## src/rtl/bus_router_if.sv

```systemverilog
// bus_router_if: cpu-side request/response and per-slave fan-out signals of the bus router.
interface bus_router_if #(
  parameter int NUM_SLAVES = 3
);
  logic                    memory_valid;
  logic                    memory_instr;
  logic [31:0]             memory_addr;
  logic [31:0]             memory_wdata;
  logic [3:0]              memory_wstrb;
  logic [31:0]             memory_rdata;
  logic                    memory_ready;
  logic                    memory_error;
  logic [NUM_SLAVES-1:0]   slave_valid;
  logic                    slave_instr;
  logic [31:0]             slave_wdata;
  logic [3:0]              slave_wstrb;
  logic [NUM_SLAVES*32-1:0] slave_addr;
  logic [NUM_SLAVES*32-1:0] slave_rdata;
  logic [NUM_SLAVES-1:0]   slave_ready;
  logic [7:0]              err_count;
  modport master (
    output memory_valid, memory_instr, memory_addr, memory_wdata, memory_wstrb, slave_rdata, slave_ready,
    input  memory_rdata, memory_ready, memory_error, slave_valid, slave_instr, slave_wdata, slave_wstrb,
           slave_addr, err_count
  );
  modport slave (
    input  memory_valid, memory_instr, memory_addr, memory_wdata, memory_wstrb, slave_rdata, slave_ready,
    output memory_rdata, memory_ready, memory_error, slave_valid, slave_instr, slave_wdata, slave_wstrb,
           slave_addr, err_count
  );
endinterface

```

## src/rtl/bus_router.sv

```systemverilog
// bus_router: decodes cpu requests onto address-windowed slaves, one outstanding transaction, with timeout/error responses.
module bus_router #(
  parameter int NUM_SLAVES = 3,
  parameter logic [NUM_SLAVES*32-1:0] SLAVE_BASE = {32'h0020_0000, 32'h0010_0000, 32'h0000_0000},
  parameter logic [NUM_SLAVES*32-1:0] SLAVE_TOP  = {32'h0020_0010, 32'h0010_0004, 32'h0010_0000},
  parameter int TIMEOUT = 255
) (
  input logic clk,
  input logic rst,
  bus_router_if.slave bus
);
  localparam int CW = (TIMEOUT > 0) ? (($clog2(TIMEOUT + 1) > 1) ? $clog2(TIMEOUT + 1) : 1) : 1;
  localparam int SW = (NUM_SLAVES > 1) ? $clog2(NUM_SLAVES) : 1;
  typedef enum logic [1:0] {IDLE, WAIT, ERR} state_t;
  state_t state, state_n;
  logic [CW-1:0] cnt, cnt_n;
  logic [SW-1:0] sel, sel_n, idx;
  logic hit;
  logic [7:0] err_cnt;
  assign bus.slave_instr = bus.memory_instr;
  assign bus.slave_wdata = bus.memory_wdata;
  assign bus.slave_wstrb = bus.memory_wstrb;
  assign bus.err_count   = err_cnt;
  for (genvar g = 0; g < NUM_SLAVES; g++) begin : g_addr
    assign bus.slave_addr[32*g +: 32] = bus.memory_addr - SLAVE_BASE[32*g +: 32];
  end
  // Scan downward so the lowest hitting window wins; base >= top can never match.
  always_comb begin
    hit = 1'b0;
    idx = '0;
    for (int i = NUM_SLAVES - 1; i >= 0; i--)
      if (bus.memory_addr >= SLAVE_BASE[32*i +: 32] && bus.memory_addr < SLAVE_TOP[32*i +: 32]) begin
        hit = 1'b1;
        idx = SW'(i);
      end
  end
  always_comb begin
    state_n          = state;
    cnt_n            = cnt;
    sel_n            = sel;
    bus.slave_valid  = '0;
    bus.memory_ready = 1'b0;
    bus.memory_error = 1'b0;
    bus.memory_rdata = '0;
    if (!rst)
      case (state)
        IDLE: if (bus.memory_valid) begin
          if (hit) begin
            bus.slave_valid[idx] = 1'b1;
            if (bus.slave_ready[idx]) begin
              bus.memory_ready = 1'b1;
              bus.memory_rdata = bus.slave_rdata[32*idx +: 32];
            end else begin
              sel_n   = idx;
              cnt_n   = CW'(1);
              state_n = WAIT;
            end
          end else state_n = ERR;
        end
        WAIT: if (bus.slave_ready[sel]) begin
          bus.memory_ready = 1'b1;
          bus.memory_rdata = bus.slave_rdata[32*sel +: 32];
          state_n          = IDLE;
        end else if (TIMEOUT != 0 && cnt == CW'(TIMEOUT)) begin
          bus.memory_ready = 1'b1;
          bus.memory_error = 1'b1;
          state_n          = IDLE;
        end else cnt_n = cnt + 1'b1;
        default: begin
          bus.memory_ready = 1'b1;
          bus.memory_error = 1'b1;
          state_n          = IDLE;
        end
      endcase
  end
  always_ff @(posedge clk or posedge rst)
    if (rst) begin
      state   <= IDLE;
      cnt     <= '0;
      sel     <= '0;
      err_cnt <= '0;
    end else begin
      state <= state_n;
      cnt   <= cnt_n;
      sel   <= sel_n;
      if (bus.memory_ready && bus.memory_error && err_cnt != 8'hFF) err_cnt <= err_cnt + 8'd1;
    end
endmodule

```

## src/flat_wrapper.sv

```systemverilog
// flat-port wrapper written by rule: the top's interface ports become plain ports
module bus_router_flat 
#(
  parameter int NUM_SLAVES = 3,
  parameter logic [NUM_SLAVES*32-1:0] SLAVE_BASE = {32'h0020_0000, 32'h0010_0000, 32'h0000_0000},
  parameter logic [NUM_SLAVES*32-1:0] SLAVE_TOP  = {32'h0020_0010, 32'h0010_0004, 32'h0010_0000},
  parameter int TIMEOUT = 255
)
  (clk, rst, bus_memory_valid, bus_memory_instr, bus_memory_addr, bus_memory_wdata, bus_memory_wstrb, bus_slave_rdata, bus_slave_ready, bus_memory_rdata, bus_memory_ready, bus_memory_error, bus_slave_valid, bus_slave_instr, bus_slave_wdata, bus_slave_wstrb, bus_slave_addr, bus_err_count);
  bus_router_if #(.NUM_SLAVES(NUM_SLAVES)) bus_i ();
  input logic clk;
  input logic rst;
  input wire logic [$bits(bus_i.memory_valid)-1:0] bus_memory_valid;
  input wire logic [$bits(bus_i.memory_instr)-1:0] bus_memory_instr;
  input wire logic [$bits(bus_i.memory_addr)-1:0] bus_memory_addr;
  input wire logic [$bits(bus_i.memory_wdata)-1:0] bus_memory_wdata;
  input wire logic [$bits(bus_i.memory_wstrb)-1:0] bus_memory_wstrb;
  input wire logic [$bits(bus_i.slave_rdata)-1:0] bus_slave_rdata;
  input wire logic [$bits(bus_i.slave_ready)-1:0] bus_slave_ready;
  output wire logic [$bits(bus_i.memory_rdata)-1:0] bus_memory_rdata;
  output wire logic [$bits(bus_i.memory_ready)-1:0] bus_memory_ready;
  output wire logic [$bits(bus_i.memory_error)-1:0] bus_memory_error;
  output wire logic [$bits(bus_i.slave_valid)-1:0] bus_slave_valid;
  output wire logic [$bits(bus_i.slave_instr)-1:0] bus_slave_instr;
  output wire logic [$bits(bus_i.slave_wdata)-1:0] bus_slave_wdata;
  output wire logic [$bits(bus_i.slave_wstrb)-1:0] bus_slave_wstrb;
  output wire logic [$bits(bus_i.slave_addr)-1:0] bus_slave_addr;
  output wire logic [$bits(bus_i.err_count)-1:0] bus_err_count;
  assign bus_i.memory_valid = bus_memory_valid;
  assign bus_i.memory_instr = bus_memory_instr;
  assign bus_i.memory_addr = bus_memory_addr;
  assign bus_i.memory_wdata = bus_memory_wdata;
  assign bus_i.memory_wstrb = bus_memory_wstrb;
  assign bus_i.slave_rdata = bus_slave_rdata;
  assign bus_i.slave_ready = bus_slave_ready;
  assign bus_memory_rdata = bus_i.memory_rdata;
  assign bus_memory_ready = bus_i.memory_ready;
  assign bus_memory_error = bus_i.memory_error;
  assign bus_slave_valid = bus_i.slave_valid;
  assign bus_slave_instr = bus_i.slave_instr;
  assign bus_slave_wdata = bus_i.slave_wdata;
  assign bus_slave_wstrb = bus_i.slave_wstrb;
  assign bus_slave_addr = bus_i.slave_addr;
  assign bus_err_count = bus_i.err_count;
  bus_router #(.NUM_SLAVES(NUM_SLAVES), .SLAVE_BASE(SLAVE_BASE), .SLAVE_TOP(SLAVE_TOP), .TIMEOUT(TIMEOUT)) u_core (.clk(clk), .rst(rst), .bus(bus_i));
endmodule
```

## config.mk

```make
export PLATFORM = sky130hd
export DESIGN_NAME = bus_router_flat
export DESIGN_NICKNAME = d
export VERILOG_FILES = /design/src/rtl/bus_router_if.sv /design/src/rtl/bus_router.sv /design/src/flat_wrapper.sv
export SDC_FILE = /design/constraint.sdc
export NUM_CORES = 1
export LEC_CHECK = 0
export CAP_MARGIN = 10
export CORE_AREA = 2 2 135 137
export CTS_BUF_LIST = sky130_fd_sc_hd__clkbuf_2
export CTS_CLUSTER_SIZE = 12
export DETAILED_ROUTE_END_ITERATION = 16
export DIE_AREA = 0 0 137 139
export GPL_TIMING_DRIVEN = 1
export PLACE_DENSITY_LB_ADDON = 0.05
export REMOVE_ABC_BUFFERS = 1
export SYNTH_ARGS = -nofsm -noshare
export SYNTH_HDL_FRONTEND = slang
export SYNTH_SLANG_ARGS = --single-unit
```

## constraint.sdc

```tcl
create_clock -name clk -period 6.2 [get_ports clk]
set_input_delay 0.93 -clock clk [delete_from_list [all_inputs] [get_ports clk]]
set_output_delay 0.93 -clock clk [all_outputs]
set_load 0.005 [all_outputs]
```

Word-level counts from Yosys, hierarchy flattened

Cells that the tools add are included.
Widths: inputs -> output; s select.

Register bits: 20
Input port bits: 171

$add $sub $neg: 4
$lt $le $gt $ge: 9
Eq/ne operators: 10
Shift-type cells: 2
Mux-type cells: 44
Bitwise logic cells: 2
Reduce and logical (&&, ||, !) cells: 11

Operators with widths:

| cell                   | count |
|---|---|
| $shiftx 96x8->32       | 2 |
| $mux 32                | 5 |
| $lt 32x21->1 const B   | 2 |
| $pmux 32 s2            | 1 |
| $mux 8                 | 5 |
| $ge 32x1->1 const B    | 1 |
| $ge 32x21->1 const B   | 1 |
| $ge 32x22->1 const B   | 1 |
| $lt 32x22->1 const B   | 1 |
| $sub 32x21->32 const B | 1 |
| $sub 32x22->32 const B | 1 |
| $add 8x1->8 const B    | 2 |
| $mux 2                 | 8 |
| $pmux 8 s2             | 1 |
| $mux 1                 | 14 |
| $mux 3                 | 4 |
| $eq 8x8->1 const B     | 1 |
| $ne 2x2->1 const B     | 4 |
| $ne 8x8->1 const B     | 1 |
| $reduce_and 7->1       | 1 |
| $logic_and 1x1->1      | 6 |
| $lt 2x3->1 const B     | 2 |
| $reduce_and 5->1       | 1 |
| $bmux 1 s2             | 2 |
| other kinds (12)       | 14 |

Longest topological paths before layout

Depth in word-level cells: 14
Gate-level depth with buffers: 11
Gate-level depth less buffers: 9

Least setup slack after synthesis

No wires, ideal clock.

Path kind: in2out
From: in bus_memory_addr[9]
To: out bus_memory_rdata[21]
Arrival: 3438 ps
Data required time: 5270 ps
Setup slack: 1832 ps
Stages: 8
Buffers on the path: 2
Path through: or4_4 -> or4_4 -> a2111oi_2 -> buf_4 -> mux2_1 -> o2111ai_4 -> buf_6 -> o21ai_1

Longest elaborated chain between the ends: 12
Elaborated cells between the ends (all ways): 23
Those cells by class: 6 x order compare; 1 x shift; 13 x mux; 3 x reduce/logical

RTL lines:

| item                                                 | line               | source |
|---|---|---|
| start: declaration                                   | flat_wrapper.sv:15 | `input wire logic [$bits(bus_i.memory_addr)-1:0] bus_memory_addr;` |
| branches (longest 8 deep; another with $ge 32x22->1) | --                 |  |
| $mux 32 (*)                                          | bus_router.sv:48   | `if (hit) begin` |
| $mux 32 (*)                                          | bus_router.sv:47   | `IDLE: if (bus.memory_valid) begin` |
| $pmux 32 s2 (*)                                      | bus_router.sv:46   | `case (state)` |
| $mux 32 (*)                                          | bus_router.sv:45   | `if (!rst)` |
| end: declaration                                     | flat_wrapper.sv:20 | `output wire logic [$bits(bus_i.memory_rdata)-1:0] bus_memory_rdata;` |

Every way passes the cells marked *. The select of a mux whose other input is x is not followed.

Worst setup path after layout

From: in bus_memory_addr[11]
To: out bus_memory_ready

Longest elaborated chain between the ends: 12
Elaborated cells between the ends (all ways): 22
Those cells by class: 6 x order compare; 13 x mux; 3 x reduce/logical

RTL lines:

| item                                         | line               | source |
|---|---|---|
| $ge 32x22->1 or $lt 32x22->1 (tied branches) | bus_router.sv:32   | `if (bus.memory_addr >= SLAVE_BASE[32*i +: 32] && bus.memory_addr < SLAVE_TOP[32*i +: 32]) begin` |
| $logic_and 1x1->1                            | bus_router.sv:32   |  |
| $mux 2 (3 in series)                         | bus_router.sv:32   |  |
| $bmux 1 s2                                   | bus_router.sv:50   | `if (bus.slave_ready[idx]) begin` |
| $mux 1 (not written as such)                 | bus_router.sv:50   |  |
| $mux 1                                       | bus_router.sv:50   |  |
| $mux 1 (*)                                   | bus_router.sv:48   |  |
| $mux 1 (*)                                   | bus_router.sv:47   |  |
| $pmux 1 s2 (*)                               | bus_router.sv:46   |  |
| $mux 1 (*)                                   | bus_router.sv:45   |  |
| end: declaration                             | flat_wrapper.sv:21 | `output wire logic [$bits(bus_i.memory_ready)-1:0] bus_memory_ready;` |

Mark *: on every way between the ends. The rest lies on a longest branch, timed or not. The select of a mux whose other input is x is not followed.

==> results.cfg <==
[pwr]
cellPowerDensity_nw_per_um2 = 92.0
irDropWorstVdd_uv = 60.6
p_leak_uw = 0.00224
report.power.total_uw = 590

[floorplan]
core_um2 = 17700
fp-row-count = 49
die_area_um2 = 19000
die_x_um = 137
start_util = 0.238
num_io_pins = 349
fp.dieH_um = 139

[timing]
timing_hold_violations_final = 0
slew_viol_final = 0
tightest_slew_ns = 1.00
period_needed_ns = 5.80
period_share = 0.936
rsz0062_at_grt = no
finalClockSkew_ns = 0.0102
relSlewSlack = 0.326
setup_violations = 0
max_freq_ghz = 0.172
whs_ns = 0.519

[clock_tree]
cts_sinks = 20
clk_latency_ns = 0.33
cts_tree = built
path_clk_slew_ns = 0.23
post_cts_resized = 0
cts_setup_buffers = 0
cts_buffers = 3
cts_hold_buffers = 0
htree_num_levels = 1
root_buffer = clkbuf_2
cts_max_path_buffers = 2

[drt]
drc = 0
wirelength_um = 18500
drtAntennaViolNets = 0
wl_per_cell_um = 19.1
post_drt_via_cell_ratio = 4.83
vias = 4691
drt-initial-drc-count = 147
firstDrtPassIters = 4

[status]
outcome = finished, final reports clean

[global_route]
gr-total-overflow = 0
grt_antenna_before_repair = 1
grt_pass1_vias = 4795
grt_max_degree = 52
grt_usage = 0.180
grt_pass1_wl_um = 27000

[synthesis]
synth-edff-count = 0
avgSynthCellArea_um2 = 7.05
synth_seq_cells = 20
synth.yosys.seq_area_share = 0.119
synth_area_um2 = 4210
synth_cell_types = 51
async_flop_share = 1.00
synthFlopType = dfrtp_1
yosys_warnings = 0
synthCells = 597

[finish]
drive_gt1_frac = 0.0445
final_common_cell = clkdlybuf4s50_1
finish.net_count = 921
area_growth_syn_to_layout_pct = 52.4
final_cell_mix = clkdlybuf4s50_1, nand2_1, mux2i_1

[worst_setup_path]
slowest_stage = buf_4
end_kind = output pin
r2r_slack_ns = 2.69
r2r-end = u_core.cnt[3]
worstPathArrival_ns = 4.87
crit_top_cell = clkdlybuf4s50_1
path_max_fanout = 35
cp.required_ns = 5.27
cp_top_family = buffers and inverters
r2r-start = u_core.sel[1]
r2r_cells = 8
slowest_delay_ns = 0.58
crit_chain = clkdlybuf4s50_1 > or4_1 > or4_4 > a2111oi_4 > buf_4 > mux2i_1 > o21a_1 > o41ai_1 > and2_1 > clkdlybuf4s50_1
startpoint_type = primary input
critPathKind = primary input to output pin
critPathBufInv = 3

[placement]
io_buffers = 274
hpwl_um = 14400
gp_congestion = 0.802

[worst_hold_path]
min_path_cells = 1
whs_endpoint = u_core.bus.err_count[5]
min_path_type = flop to flop
hold_path_startpoint = u_core.bus.err_count[5]

[job]
drv_cap = 0
==> Yosys cell counts (all sizes together) (6+ instances only) <==
cell type,count,area share
buf,124,0.22
nand2,86,0.077
o21ai,69,0.087
mux2i,66,0.16
nor2,41,0.037
a21oi,35,0.042
clkbuf,22,0.020
dfrtp,20,0.12
xnor2,15,0.031
inv,12,0.011
nand3,11,0.013
xor2,11,0.023
ha,8,0.024
or4,7,0.015
and2,6,0.0095
nand4,6,0.0089
o31ai,6,0.011
==> power breakdown <==
| part | total [uW] | switching, uW | leakage [uW] | internal (uW) |
|---|---|---|---|---|
| sequential | 176 | 27.9 | 0.000243 | 148 |
| combinational | 313 | 111 | 0.00197 | 202 |
| clock | 102 | 46.4 | 0.0000266 | 55.6 |
| total | 590 | 185 | 0.00224 | 405 |
==> kinds of logic (layout without fill, tap and decap cells) <==
group / Yosys count / count (layout) / synth area share
AND/OR/NAND/NOR: 182 / 182 / 0.200
buffers and inverters: 158 / 302 / 0.247
multiplexers: 69 / 69 / 0.165
other: 0 / 1 / 0
flip-flops: 20 / 20 / 0.119
AO/OA/AOI/OAI: 134 / 134 / 0.191
adder cells (fa/ha/maj): 8 / 8 / 0.0238
XOR/XNOR: 26 / 26 / 0.0541
==> layout make-up <==
class                      instances  area (um^2)
fill                            1809        11200
timing repair buffer             286         2850
multi-input combinational        419         2690
sequential                        20          502
tap                              229          287
inverter                          12         45.0
clock inverter                     1         30.0
clock buffer                       3         15.0
antenna                            1         2.50
==> routing by layer <==
| metal | share of wire | GRT usage | up-vias | wire length, um |
|---|---|---|---|---|
| met5 | 0.0022 | 0.0238 | - | 41 |
| met4 | 0.016 | 0.0364 | 2 | 291 |
| met3 | 0.099 | 0.0607 | 18 | 1840 |
| met2 | 0.48 | 0.311 | 255 | 8870 |
| met1 | 0.40 | 0.214 | 2170 | 7500 |
| li1 | - | - | 2246 | - |
==> per-stage QoR <==
step	cells	TNS, ns	util	instance area (um^2)	worst slack [ns]
2_1_floorplan	451	-34.05	-	3210	-1.06
3_3_place_gp	966	0	0.361	6370	0.314
3_5_place_dp	966	0	0.361	6370	0.325
4_1_cts	970	0	0.363	6410	0.299
5_1_grt	971	0	0.363	6420	0.170
6_report	971	0	0.363	6420	0.398
==> worst max-delay path by stage <==
stage                         from  cells past startpoint                   to
2_1_floorplan   bus_memory_addr[9]                      6  bus_memory_rdata[0]
3_3_place_gp   bus_memory_addr[11]                     10     bus_memory_ready
3_5_place_dp   bus_memory_addr[11]                     10     bus_memory_ready
4_1_cts        bus_memory_addr[11]                     10     bus_memory_ready
5_1_grt        bus_memory_addr[11]                     10     bus_memory_ready
6_report       bus_memory_addr[11]                     10     bus_memory_ready
==> flip-flops by register name (all words and copies together) (netlist names) <==
name                  cells
u_core.bus.err_count      8
u_core.cnt                8
u_core.sel                2
u_core.state              2
No activity file was read; power rests on OpenSTA's default activity.
